--- config.mk ---
export PLATFORM = sky130hd
export DESIGN_NAME = irq_req_capture_flat
export DESIGN_NICKNAME = d
export VERILOG_FILES = /design/src/rtl/irq_req_capture_if.sv /design/src/rtl/irq_req_capture.sv /design/src/flat_wrapper.sv
export SDC_FILE = /design/constraint.sdc
export NUM_CORES = 1
export LEC_CHECK = 0
export CORE_UTILIZATION = 41
export CTS_CLUSTER_SIZE = 10
export DETAILED_ROUTE_END_ITERATION = 10
export PLACE_DENSITY = 0.74
export SYNTH_ARGS = -nofsm -noshare
export SYNTH_HDL_FRONTEND = slang
export SYNTH_SLANG_ARGS = --single-unit
--- constraint.sdc ---
create_clock -name clk -period 1.2 [get_ports clk]
set_clock_uncertainty 0.05 [all_clocks]
set_input_delay 0.18 -clock clk [delete_from_list [all_inputs] [get_ports clk]]
set_output_delay 0.18 -clock clk [all_outputs]
set_load 0.1 [all_outputs]
--- src/rtl/irq_req_capture_if.sv ---
// irq_req_capture_if
//   Request/acknowledge handshake between the capture front end (master)
//   and the interrupt consumer (slave).
//   irq_valid : master -> slave, a granted request is being presented
//   irq_id    : master -> slave, index of the granted request (7 = highest)
//   irq_ack   : slave -> master, consumer accepts the presented request
interface irq_req_capture_if;
  logic       irq_valid;
  logic [2:0] irq_id;
  logic       irq_ack;

  modport master (output irq_valid, output irq_id, input irq_ack);
  modport slave  (input irq_valid, input irq_id, output irq_ack);
endinterface

--- src/rtl/irq_req_capture.sv ---
// irq_req_capture
//   Captures rising edges on eight asynchronous request lines into a pending
//   register (which feeds the 8-input priority encoder), arbitrates one
//   pending and unmasked request at a time (highest index first) and presents
//   it over a valid/ack handshake. Edges on an already-pending bit set a
//   sticky overrun flag.
//
//   Ports:
//     clk      in   system clock, rising edge
//     rst_n    in   asynchronous active-low reset
//     en       in   capture enable; 0 blocks new edges and new grants
//     req_in   in   [7:0] asynchronous request lines
//     mask     in   [7:0] 1 = eligible for grant (latching is unaffected)
//     ovr_clr  in   clears the overrun vector
//     pend_out out  [7:0] pending register
//     overrun  out  [7:0] sticky overrun flags
//     irq      master modport of irq_req_capture_if (irq_valid/irq_id/irq_ack)
//
//   Build option: define IRQ_SYNC_EN for a two-flop synchroniser on req_in;
//   otherwise a single capture flop is used (req_in must then already be
//   synchronous to clk) and all request latencies are one cycle shorter.
//
//   state | meaning
//   ------+---------------------------------------------------------------
//   IDLE  | no grant; arbitrate eligible pending bits when en=1
//   GRANT | irq_valid=1, irq_id held; waiting for irq_ack
//   CLEAR | one bubble cycle so pend_out settles before re-arbitration
module irq_req_capture (
  input  logic                      clk,
  input  logic                      rst_n,
  input  logic                      en,
  input  logic [7:0]                req_in,
  input  logic [7:0]                mask,
  input  logic                      ovr_clr,
  output logic [7:0]                pend_out,
  output logic [7:0]                overrun,
  irq_req_capture_if.master         irq
);

  localparam logic [1:0] IDLE  = 2'b00;
  localparam logic [1:0] GRANT = 2'b01;
  localparam logic [1:0] CLEAR = 2'b10;

  logic [1:0] state;
  logic [2:0] id_q;
  logic [7:0] s_q;
  logic [7:0] p_q;
  logic [7:0] pend_q;
  logic [7:0] ovr_q;
  logic [7:0] edge_det;
  logic [7:0] set_vec;
  logic [7:0] clr_vec;
  logic [7:0] elig;
  logic       ack_fire;

`ifdef IRQ_SYNC_EN
  logic [7:0] s1_q;

  always_ff @(posedge clk or negedge rst_n) begin
    if (!rst_n) begin
      s1_q <= '0;
      s_q  <= '0;
    end else begin
      s1_q <= req_in;
      s_q  <= s1_q;
    end
  end
`else
  always_ff @(posedge clk or negedge rst_n) begin
    if (!rst_n) s_q <= '0;
    else        s_q <= req_in;
  end
`endif

  always_ff @(posedge clk or negedge rst_n) begin
    if (!rst_n) p_q <= '0;
    else        p_q <= s_q;
  end

  function automatic logic [2:0] hi_idx(input logic [7:0] v);
    logic [2:0] r;
    r = 3'd0;
    for (int i = 0; i < 8; i++) begin
      if (v[i]) r = i[2:0];
    end
    return r;
  endfunction

  assign edge_det = s_q & ~p_q;
  assign set_vec  = en ? edge_det : 8'h00;
  assign ack_fire = (state == GRANT) && irq.irq_ack;
  assign clr_vec  = ack_fire ? (8'b1 << id_q) : 8'h00;
  assign elig     = pend_q & mask;

  // Set is applied after clear so a new edge on the bit being acked survives;
  // the overrun check looks at pending before this cycle's ack.
  always_ff @(posedge clk or negedge rst_n) begin
    if (!rst_n) begin
      pend_q <= '0;
      ovr_q  <= '0;
    end else begin
      pend_q <= (pend_q & ~clr_vec) | set_vec;
      ovr_q  <= (ovr_clr ? 8'h00 : ovr_q) | (set_vec & pend_q);
    end
  end

  always_ff @(posedge clk or negedge rst_n) begin
    if (!rst_n) begin
      state <= IDLE;
      id_q  <= 3'd0;
    end else begin
      case (state)
        IDLE: begin
          if (en && (elig != 8'h00)) begin
            id_q  <= hi_idx(elig);
            state <= GRANT;
          end
        end
        GRANT: begin
          if (irq.irq_ack) state <= CLEAR;
        end
        CLEAR:   state <= IDLE;
        default: state <= IDLE;
      endcase
    end
  end

  assign pend_out      = pend_q;
  assign overrun       = ovr_q;
  assign irq.irq_valid = (state == GRANT);
  assign irq.irq_id    = id_q;

endmodule
--- src/flat_wrapper.sv ---
// flat-port wrapper written by rule: the top's interface ports become plain ports
module irq_req_capture_flat 
  (clk, rst_n, en, req_in, mask, ovr_clr, pend_out, overrun, irq_irq_valid, irq_irq_id, irq_irq_ack);
  irq_req_capture_if irq_i ();
  input  logic clk;
  input  logic rst_n;
  input  logic en;
  input  logic [7:0] req_in;
  input  logic [7:0] mask;
  input  logic ovr_clr;
  output logic [7:0] pend_out;
  output logic [7:0] overrun;
  output wire logic [$bits(irq_i.irq_valid)-1:0] irq_irq_valid;
  output wire logic [$bits(irq_i.irq_id)-1:0] irq_irq_id;
  input wire logic [$bits(irq_i.irq_ack)-1:0] irq_irq_ack;
  assign irq_irq_valid = irq_i.irq_valid;
  assign irq_irq_id = irq_i.irq_id;
  assign irq_i.irq_ack = irq_irq_ack;
  irq_req_capture u_core (.clk(clk), .rst_n(rst_n), .en(en), .req_in(req_in), .mask(mask), .ovr_clr(ovr_clr), .pend_out(pend_out), .overrun(overrun), .irq(irq_i));
endmodule
==> impl_metrics.ini, run 1 <==
[clock_tree]
clock_path_buffers = 2
cts-htree-levels = 2
cts-hold-fix-buffers = 0
cts_tree = built
clock_sinks = 37
clk-insertion-delay-late_ns = 0.33
cts_made_buffers = 5
clock-root-buffer = clkbuf_4
path_clk_slew_ns = 0.11

[timing]
fin_crit_ns = 1.52
relSlewSlack_pct = 78.5
drv_slew = 0
fin_crit_sh_pct = 126
worst_slew_pin_slew_ns = 0.323
setup_viol = 15
fin_ws_ns = -0.317
timing.fmax_ghz = 0.659
hold_viol = 0
rsz0062_at_grt = yes

[hold_path]
hp-class = in -> async

[routing]
final_antenna_net_count = 0
routed_via_density = 4.91
drc = 0
wl_per_cell_um = 14.7
drt_iter0_drc = 23
wirelength_um = 3400
first_pass_iters = 4
vias = 1140

[grt]
overflow = 0
gr-usage-all-layers_pct = 20.8
antenna_found_initial = 0
grt_max_degree = 38
grt_pass1_vias = 1190
grt_first_pass_wirelength_um = 5310

[floorplan]
initial_core_util_pct = 44.2
rows = 20
die_y_um = 60.1
ios = 41
die-width_um = 60.1
die-area_mm2 = 0.00361
core_mm2 = 0.00313

[setup_path]
cpMaxStageDelayCell = dfrtp_4
r2r-start = u_core.pend_out[7]$_DFF_PN0_
path_cells = a22oi_2 > nand3_2 > o21ai_4 > mux2_4
crit_path_start_kind = flop
r2r-end = u_core.irq.irq_id[0]$_DFFE_PN0P_
crit_fanout = 3
end_kind = flop
crit_buf_inv = 0
rrSetupSlack_ns = -0.32
crit_required_ns = 1.38
crit_type = reg -> reg
reg2reg_depth = 4
crit_family = flip-flops
max_stage_delay_ns = 0.49
arrival_ns = 1.70

[place]
placed_area_mm2 = 0.00220
globalplace.congestion = 0.873
dp_hpwl_um = 2390
dp_slack_ns = -0.493
port_buffers = 40

[logic_synthesis]
postSynthAreaPerCell_um2 = 11.8
synthesis.area_mm2 = 0.00138
syn_inst = 117
synth_warnings = 0
synth_cell_types = 19
ys_ff_latch = 37
syn_nets = 138
ys_seq_area_share_pct = 66.9

[finish]
final_cell_mix = buf_12, clkdlybuf4s50_1, dfrtp_1, buf_4, inv_1
final_common_cell = buf_12
drive_gt1_share_pct = 48.9
stdcell_area_mm2 = 0.00243
post-route-util_pct = 77.6
diodes = 0
synthToLayoutAreaGrowth_pct = 75.3
nNetsFinal = 208

[power_and_ir_drop]
powerDensity_mw_per_mm2 = 2570
ir_drop_mv = 1.51
p_leak_nw = 1.09

[outcome]
status = finished with violations
violations = negative setup slack

[flow_run]
cap_viol_max_count = 0
report_power, final:
part / leakage (nW) / switching (mW) / internal [mW] / total, mW
registers: 0.412 / 0.291 / 1.55 / 1.84
clock network: 0.0320 / 0.387 / 0.223 / 0.610
logic: 0.651 / 2.25 / 1.53 / 3.78
total: 1.09 / 2.93 / 3.30 / 6.23
flip-flops by register name, summed over array words and instances, names as in the netlist:
signal	cells
u_core.s_q	8
u_core.p_q	8
u_core.pend_out	8
u_core.irq.irq_id	3
u_core.state	2
u_core.overrun	8
final cells by class:
class / count / area (um2)
inverters: 17 / 67.6
clock inverters: 2 / 10.0
clock buffers: 6 / 41.3
repair buffers: 65 / 827
well taps: 44 / 55.1
flip-flops and latches: 37 / 961
multi-input cells: 61 / 464
fillers: 194 / 702
routing by layer:
layer	vias up	routed length, um	global-route usage (%)	share of wire, %
met4	0	112	11.0	3.3
met1	544	1380	26.4	40
li1	537	-	-	-
met3	11	174	5.19	5.1
met2	48	1740	32.9	51
met5	-	0	0	0
repair_timing:
item	4_1_cts	5_1_grt
buffers inserted	5	4
pin swaps	4	11
endpoints found under the hold margin	0	0
setup endpoints to repair	24	29
gates resized for setup	26	9
worst max path at each step:
| stage | endpoint | slack [ns] | start | depth (start not counted) |
|---|---|---|---|---|
| finish | u_core.irq.irq_id[0]$_DFFE_PN0P_ | -0.32 | u_core.pend_out[7]$_DFF_PN0_ | 4 |
| global placement | u_core.irq.irq_id[0]$_DFFE_PN0P_ | -0.43 | mask[3] | 5 |
| global route | u_core.irq.irq_id[0]$_DFFE_PN0P_ | -0.37 | u_core.pend_out[7]$_DFF_PN0_ | 4 |
| detailed placement | u_core.irq.irq_id[0]$_DFFE_PN0P_ | -0.49 | mask[1] | 5 |
| CTS | u_core.irq.irq_id[0]$_DFFE_PN0P_ | -0.28 | u_core.pend_out[7]$_DFF_PN0_ | 4 |
| floorplan | u_core.irq.irq_id[1]$_DFFE_PN0P_ | -0.39 | u_core.pend_out[7]$_DFF_PN0_ | 4 |
cell usage after synthesis:
| library cell | instances | area share [%] |
|---|---|---|
| dfrtp_1 | 37 | 67 |
| inv_1 | 17 | 4.6 |
| nand2_1 | 16 | 4.3 |
| o21ai_0 | 11 | 4.0 |
| nand3b_1 | 8 | 4.3 |
| o22ai_1 | 8 | 3.6 |
| nand2b_1 | 4 | 1.8 |
| a22oi_1 | 2 | 1.1 |
| a32oi_1 | 2 | 1.3 |
| mux2_1 | 2 | 1.6 |
| nor3_1 | 2 | 0.72 |
| a22o_2 | 1 | 0.72 |
| a22oi_2 | 1 | 0.90 |
| and3b_1 | 1 | 0.63 |
| buf_6 | 1 | 0.81 |
| clkbuf_1 | 1 | 0.27 |
| nand3_1 | 1 | 0.36 |
| nor3b_4 | 1 | 1.4 |
| o21ai_2 | 1 | 0.63 |
logic make-up (layout without fill, tap and decap cells):
family          Yosys count  after routing  synth area share, %
flops                    37             37                 66.9
simple gates             33             33                 13.6
compound gates           26             26                 12.2
buf+inv                  19             90                 5.70
mux                       2              2                 1.63
metrics by stage:
stage	TNS, ns	instances	power, mW	hold slack [ns]
after global routing	-3.40	232	6.47	0.158
final	-2.49	232	6.23	0.153
after detailed placement	-4.08	215	5.18	0.313
after floorplan	-3.22	117	3.71	-0.166
after CTS	-2.37	228	6.08	0.149
after global placement	-3.77	215	5.14	0.310
No activity file was read; power rests on OpenSTA's default activity.
==> run 2: changes to the inputs <==
- MAX_ROUTING_LAYER: default -> met4
==> run 2 against run 1 <==
The run still ends with negative setup slack left. Non-clock buffer count fell by 1. Global-route usage grew 2.3 points. Flip-flop and latch count stayed put. Highest routed layer unchanged. Cell count fell by 0.43%. Via count increased by 1.5%. Critical path type unchanged.
==> impl_metrics.ini, run 2 (synthesis gave the netlist of run 1 again) <==
[outcome]
status = finished with violations
violations = negative setup slack

[floorplan]
initial_core_util_pct = 44.2
die-area_mm2 = 0.00361
ios = 41
rows = 20
die-width_um = 60.1
die_y_um = 60.1
core_mm2 = 0.00313

[power_and_ir_drop]
seqPwrFrac_pct = 29.5
p_leak_nw = 1.10
power.switching_mw = 2.95
comb_power_share_pct = 60.8
swShare_pct = 47.0
finalPower_mw = 6.27
power_frac_clock_pct = 9.7
ir_drop_mv = 1.81
powerDensity_mw_per_mm2 = 2570
p_int_mw = 3.32

[finish]
register_area_um2 = 960
synthToLayoutAreaGrowth_pct = 75.9
nFillCells = 210
diodes = 0
final_cell_mix = buf_12, clkdlybuf4s50_1, dfrtp_1, inv_1, buf_4
drive_gt1_share_pct = 48.1
fin_cells = 231
nNetsFinal = 207
final_common_cell = buf_12
stdcell_area_mm2 = 0.00243
multi_input_area_um2 = 477

[setup_path]
crit_family = flip-flops
crit_type = reg -> reg
end_kind = flop
path_cells = a22oi_2 > nand2_2 > o21ai_4 > mux2_4
r2r-end = u_core.irq.irq_id[0]$_DFFE_PN0P_
crit_fanout = 3
cpMaxStageDelayCell = dfrtp_4
crit_required_ns = 1.38
crit_path_start_kind = flop
crit_start = u_core.pend_out[3]$_DFF_PN0_
reg2reg_depth = 4
crit_buf_inv = 0
arrival_ns = 1.68
rrSetupSlack_ns = -0.30
max_stage_delay_ns = 0.50
r2r-start = u_core.pend_out[3]$_DFF_PN0_

[grt]
antenna_found_initial = 0
overflow = 0
gr-usage-all-layers_pct = 23.1
grt_pass1_vias = 1230
grt_max_degree = 38
grt_first_pass_wirelength_um = 5640

[timing]
worst_slew_pin_slew_ns = 0.386
setup_tns_ns = -3.11
fin_crit_sh_pct = 125
relSlewSlack_pct = 74.3
hold_slack_ns = 0.157
timing.fmax_ghz = 0.666
fin_crit_ns = 1.50
fin_ws_ns = -0.301
drv_slew = 0
setup_viol = 23
hold_viol = 0
rsz0062_at_grt = yes

[clock_tree]
path_clk_slew_ns = 0.10
cts_tree = built
cts-htree-levels = 2
clk-insertion-delay-late_ns = 0.33
cts-hold-fix-buffers = 0
clock_sinks = 37
clock-root-buffer = clkbuf_4
clock_path_buffers = 2
cts_made_buffers = 5

[routing]
m1WireLength_um = 1400
first_pass_iters = 4
vias = 1157
drc = 0
wl_per_cell_um = 15.0
wl_met3_um = 196
wl_met2_um = 1780
wirelength_um = 3460
final_antenna_net_count = 0
drt_iter0_drc = 37
routed_via_density = 5.01
top_layer = met4

[place]
dp_hpwl_um = 2420
place_inst = 215
port_buffers = 40
globalplace.congestion = 0.892
placed_area_mm2 = 0.00220

[flow_run]
cap_viol_max_count = 0

[hold_path]
hp-class = in -> async
run 2: cell count changes in the layout (fill, tap and decap cells not counted), moves of 2 or more:
cell	before	now
clkinv_2	2	0
buf_6	7	9
buf_4	17	14
clkbuf_1	1	3
o21ai_1	4	2
run 2: per-layer routing:
metal	GRT usage, %	vias up
met5	-	-
met4	9.97	0
met3	6.71	10
met2	36.7	39
met1	27.3	571
li1	-	537
run 2: worst reg2reg max path, delay by kind of cell (launching register included):
family | cells | cell delay, ns
AO/OA/AOI/OAI | 2 | 0.41
AND/OR/NAND/NOR | 1 | 0.12
multiplexers | 1 | 0.32
flip-flops | 1 | 0.50
run 2: layout make-up:
type                    instances  area share, %
clock buffers                   8           2.00
inverters                      17           2.77
multi-input cells              61           19.6
flip-flops and latches         37           39.4
well taps                      44           2.26
repair buffers                 64           34.0
run 2: repair_timing:
item | CTS | global route
pin swaps | 11 | 1
resized for setup | 34 | 4
endpoints found under the setup margin | 24 | 32
setup buffers | 8 | 0
run 2: how the worst max path moves through the flow:
stage               slack [ns]                                to  cells after the start
finish                   -0.30  u_core.irq.irq_id[0]$_DFFE_PN0P_                      4
detailed placement       -0.51  u_core.irq.irq_id[0]$_DFFE_PN0P_                      5
global route             -0.37  u_core.irq.irq_id[0]$_DFFE_PN0P_                      4
CTS                      -0.28  u_core.irq.irq_id[0]$_DFFE_PN0P_                      4
floorplan                -0.39  u_core.irq.irq_id[1]$_DFFE_PN0P_                      4
global placement         -0.43  u_core.irq.irq_id[0]$_DFFE_PN0P_                      5
run 2: power by group through the flow:
stage          Clock [mW]  Combinational [mW]  Sequential (mW)
2_1_floorplan           0               0.518             3.19
3_3_place_gp            0                3.33             1.82
3_5_place_dp            0                3.36             1.83
4_1_cts             0.625                3.77             1.84
5_1_grt             0.685                3.95             1.88
6_report            0.607                3.81             1.85
run 2: metrics by stage:
| step | util [%] | setup slack, ns |
|---|---|---|
| after floorplan | - | -0.388 |
| after global placement | 70.3 | -0.428 |
| after detailed placement | 70.3 | -0.510 |
| after CTS | 77.4 | -0.279 |
| after global routing | 77.8 | -0.366 |
| final | 77.8 | -0.301 |
==> run 3: changes to the inputs <==
- CORE_ASPECT_RATIO: default -> 0.8
==> run 3 against run 2 <==
The flow still finishes with violations (negative setup slack). Worst hold slack better by 0.047 ns. Wire length rose by 5.5%. Cell count is 1.3% lower.
==> impl_metrics.ini, run 3 (synthesis gave the netlist of run 1 again) <==
[clock_tree]
clock-root-buffer = clkbuf_8
cts_tree = built
cts-hold-fix-buffers = 0
path_clk_slew_ns = 0.07
cts-htree-levels = 2
clk-insertion-delay-late_ns = 0.29
clock_sinks = 37
clock_path_buffers = 2
cts_made_buffers = 5

[outcome]
violations = negative setup slack
status = finished with violations

[setup_path]
path_cells = a22oi_2 > nand2_2 > o21ai_4 > mux2_1
max_stage_delay_ns = 0.48
crit_type = reg -> reg
crit_required_ns = 1.32
arrival_ns = 1.66
crit_family = flip-flops
r2r-end = u_core.irq.irq_id[1]$_DFFE_PN0P_
end_kind = flop
crit_path_start_kind = flop
rrSetupSlack_ns = -0.34
reg2reg_depth = 4
crit_fanout = 3
cpMaxStageDelayCell = dfrtp_4
crit_buf_inv = 0
r2r-start = u_core.pend_out[3]$_DFF_PN0_

[finish]
stdcell_area_mm2 = 0.00250
diodes = 0
drive_gt1_share_pct = 49.5
nNetsFinal = 209
final_common_cell = buf_12
final_cell_mix = buf_12, clkdlybuf4s50_1, dfrtp_1, inv_1, buf_4
fin_cells = 228
synthToLayoutAreaGrowth_pct = 80.9

[timing]
relSlewSlack_pct = 84.1
setup_viol = 17
drv_slew = 0
fin_ws_ns = -0.343
hold_viol = 0
hold_slack_ns = 0.204
fin_crit_sh_pct = 129
timing.fmax_ghz = 0.648
fin_crit_ns = 1.54
worst_slew_pin_slew_ns = 0.238
setup_tns_ns = -1.92
rsz0062_at_grt = yes

[power_and_ir_drop]
finalPower_mw = 6.76
power.switching_mw = 3.03
p_int_mw = 3.72
comb_power_share_pct = 57.3
power_frac_clock_pct = 15.2
swShare_pct = 44.9
powerDensity_mw_per_mm2 = 2700
p_leak_nw = 1.12
ir_drop_mv = 1.87
seqPwrFrac_pct = 27.5

[place]
place_inst = 212
port_buffers = 40
globalplace.congestion = 0.851
placed_area_mm2 = 0.00220
dp_hpwl_um = 2420

[grt]
antenna_found_initial = 0
grt_max_degree = 38
gr-usage-all-layers_pct = 23.6
overflow = 0
grt_pass1_vias = 1216
grt_first_pass_wirelength_um = 5670

[routing]
routed_via_density = 5.04
first_pass_iters = 4
drc = 0
wl_per_cell_um = 16.0
drt_iter0_drc = 43
final_antenna_net_count = 0
wirelength_um = 3650
vias = 1150

[floorplan]
rows = 18
ios = 41
initial_core_util_pct = 43.9
die-area_mm2 = 0.00361
die_y_um = 54.0
die-width_um = 67.0
core_mm2 = 0.00315

[hold_path]
hp-class = in -> async

[flow_run]
cap_viol_max_count = 0
==> run 3: cell count changes in the layout (fill, tap and decap cells not counted), sizes merged <==
cell,previous run,this run
buf,44,46
bufinv,0,1
clkbuf,8,5
clkinv,0,1
==> run 3: cell type report <==
| cell class | count | area [um2] |
|---|---|---|
| clock buffer | 5 | 68.8 |
| sequential | 37 | 962 |
| inverter | 17 | 67.6 |
| timing repair buffer | 66 | 846 |
| clock inverter | 2 | 35.0 |
| tap | 40 | 50.0 |
| fill | 180 | 649 |
| multi-input combinational | 61 | 474 |
==> run 3: metrics by stage <==
step / utilization (%) / setup slack (ns)
2_1_floorplan: - / -0.388
3_3_place_gp: 69.8 / -0.437
3_5_place_dp: 69.8 / -0.512
4_1_cts: 76.5 / -0.292
5_1_grt: 79.4 / -0.401
6_report: 79.4 / -0.343
==> run 3: worst max-delay path by stage <==
| stage | end | start | depth (start not counted) | slack, ns |
|---|---|---|---|---|
| finish | u_core.irq.irq_id[1]$_DFFE_PN0P_ | u_core.pend_out[3]$_DFF_PN0_ | 4 | -0.34 |
| global route | u_core.irq.irq_id[1]$_DFFE_PN0P_ | u_core.pend_out[3]$_DFF_PN0_ | 4 | -0.40 |
| CTS | u_core.irq.irq_id[0]$_DFFE_PN0P_ | u_core.pend_out[7]$_DFF_PN0_ | 4 | -0.29 |
| detailed placement | u_core.irq.irq_id[1]$_DFFE_PN0P_ | mask[3] | 5 | -0.51 |
| global placement | u_core.irq.irq_id[1]$_DFFE_PN0P_ | mask[3] | 5 | -0.44 |
| floorplan | u_core.irq.irq_id[1]$_DFFE_PN0P_ | u_core.pend_out[7]$_DFF_PN0_ | 4 | -0.39 |
==> run 3: what timing repair did <==
action	CTS	global route
endpoints found under the setup margin	22	23
setup buffers	4	7
pin swaps	3	5
resized for setup	24	17
endpoints found under the hold margin	0	0
==> run 3: layer usage <==
metal / global-route usage [%] / wire (um)
met4: 8.51 / 51
met1: 29.1 / 1560
met2: 37.9 / 1840
met3: 5.93 / 192
met5: - / 0
==> run 3: power groups by stage <==
stage | combinational [mW] | sequential [mW] | clock (mW)
global placement | 3.37 | 1.80 | 0
global route | 4.02 | 1.88 | 1.09
CTS | 3.63 | 1.83 | 1.04
finish | 3.87 | 1.86 | 1.03
detailed placement | 3.41 | 1.80 | 0
floorplan | 0.518 | 3.19 | 0
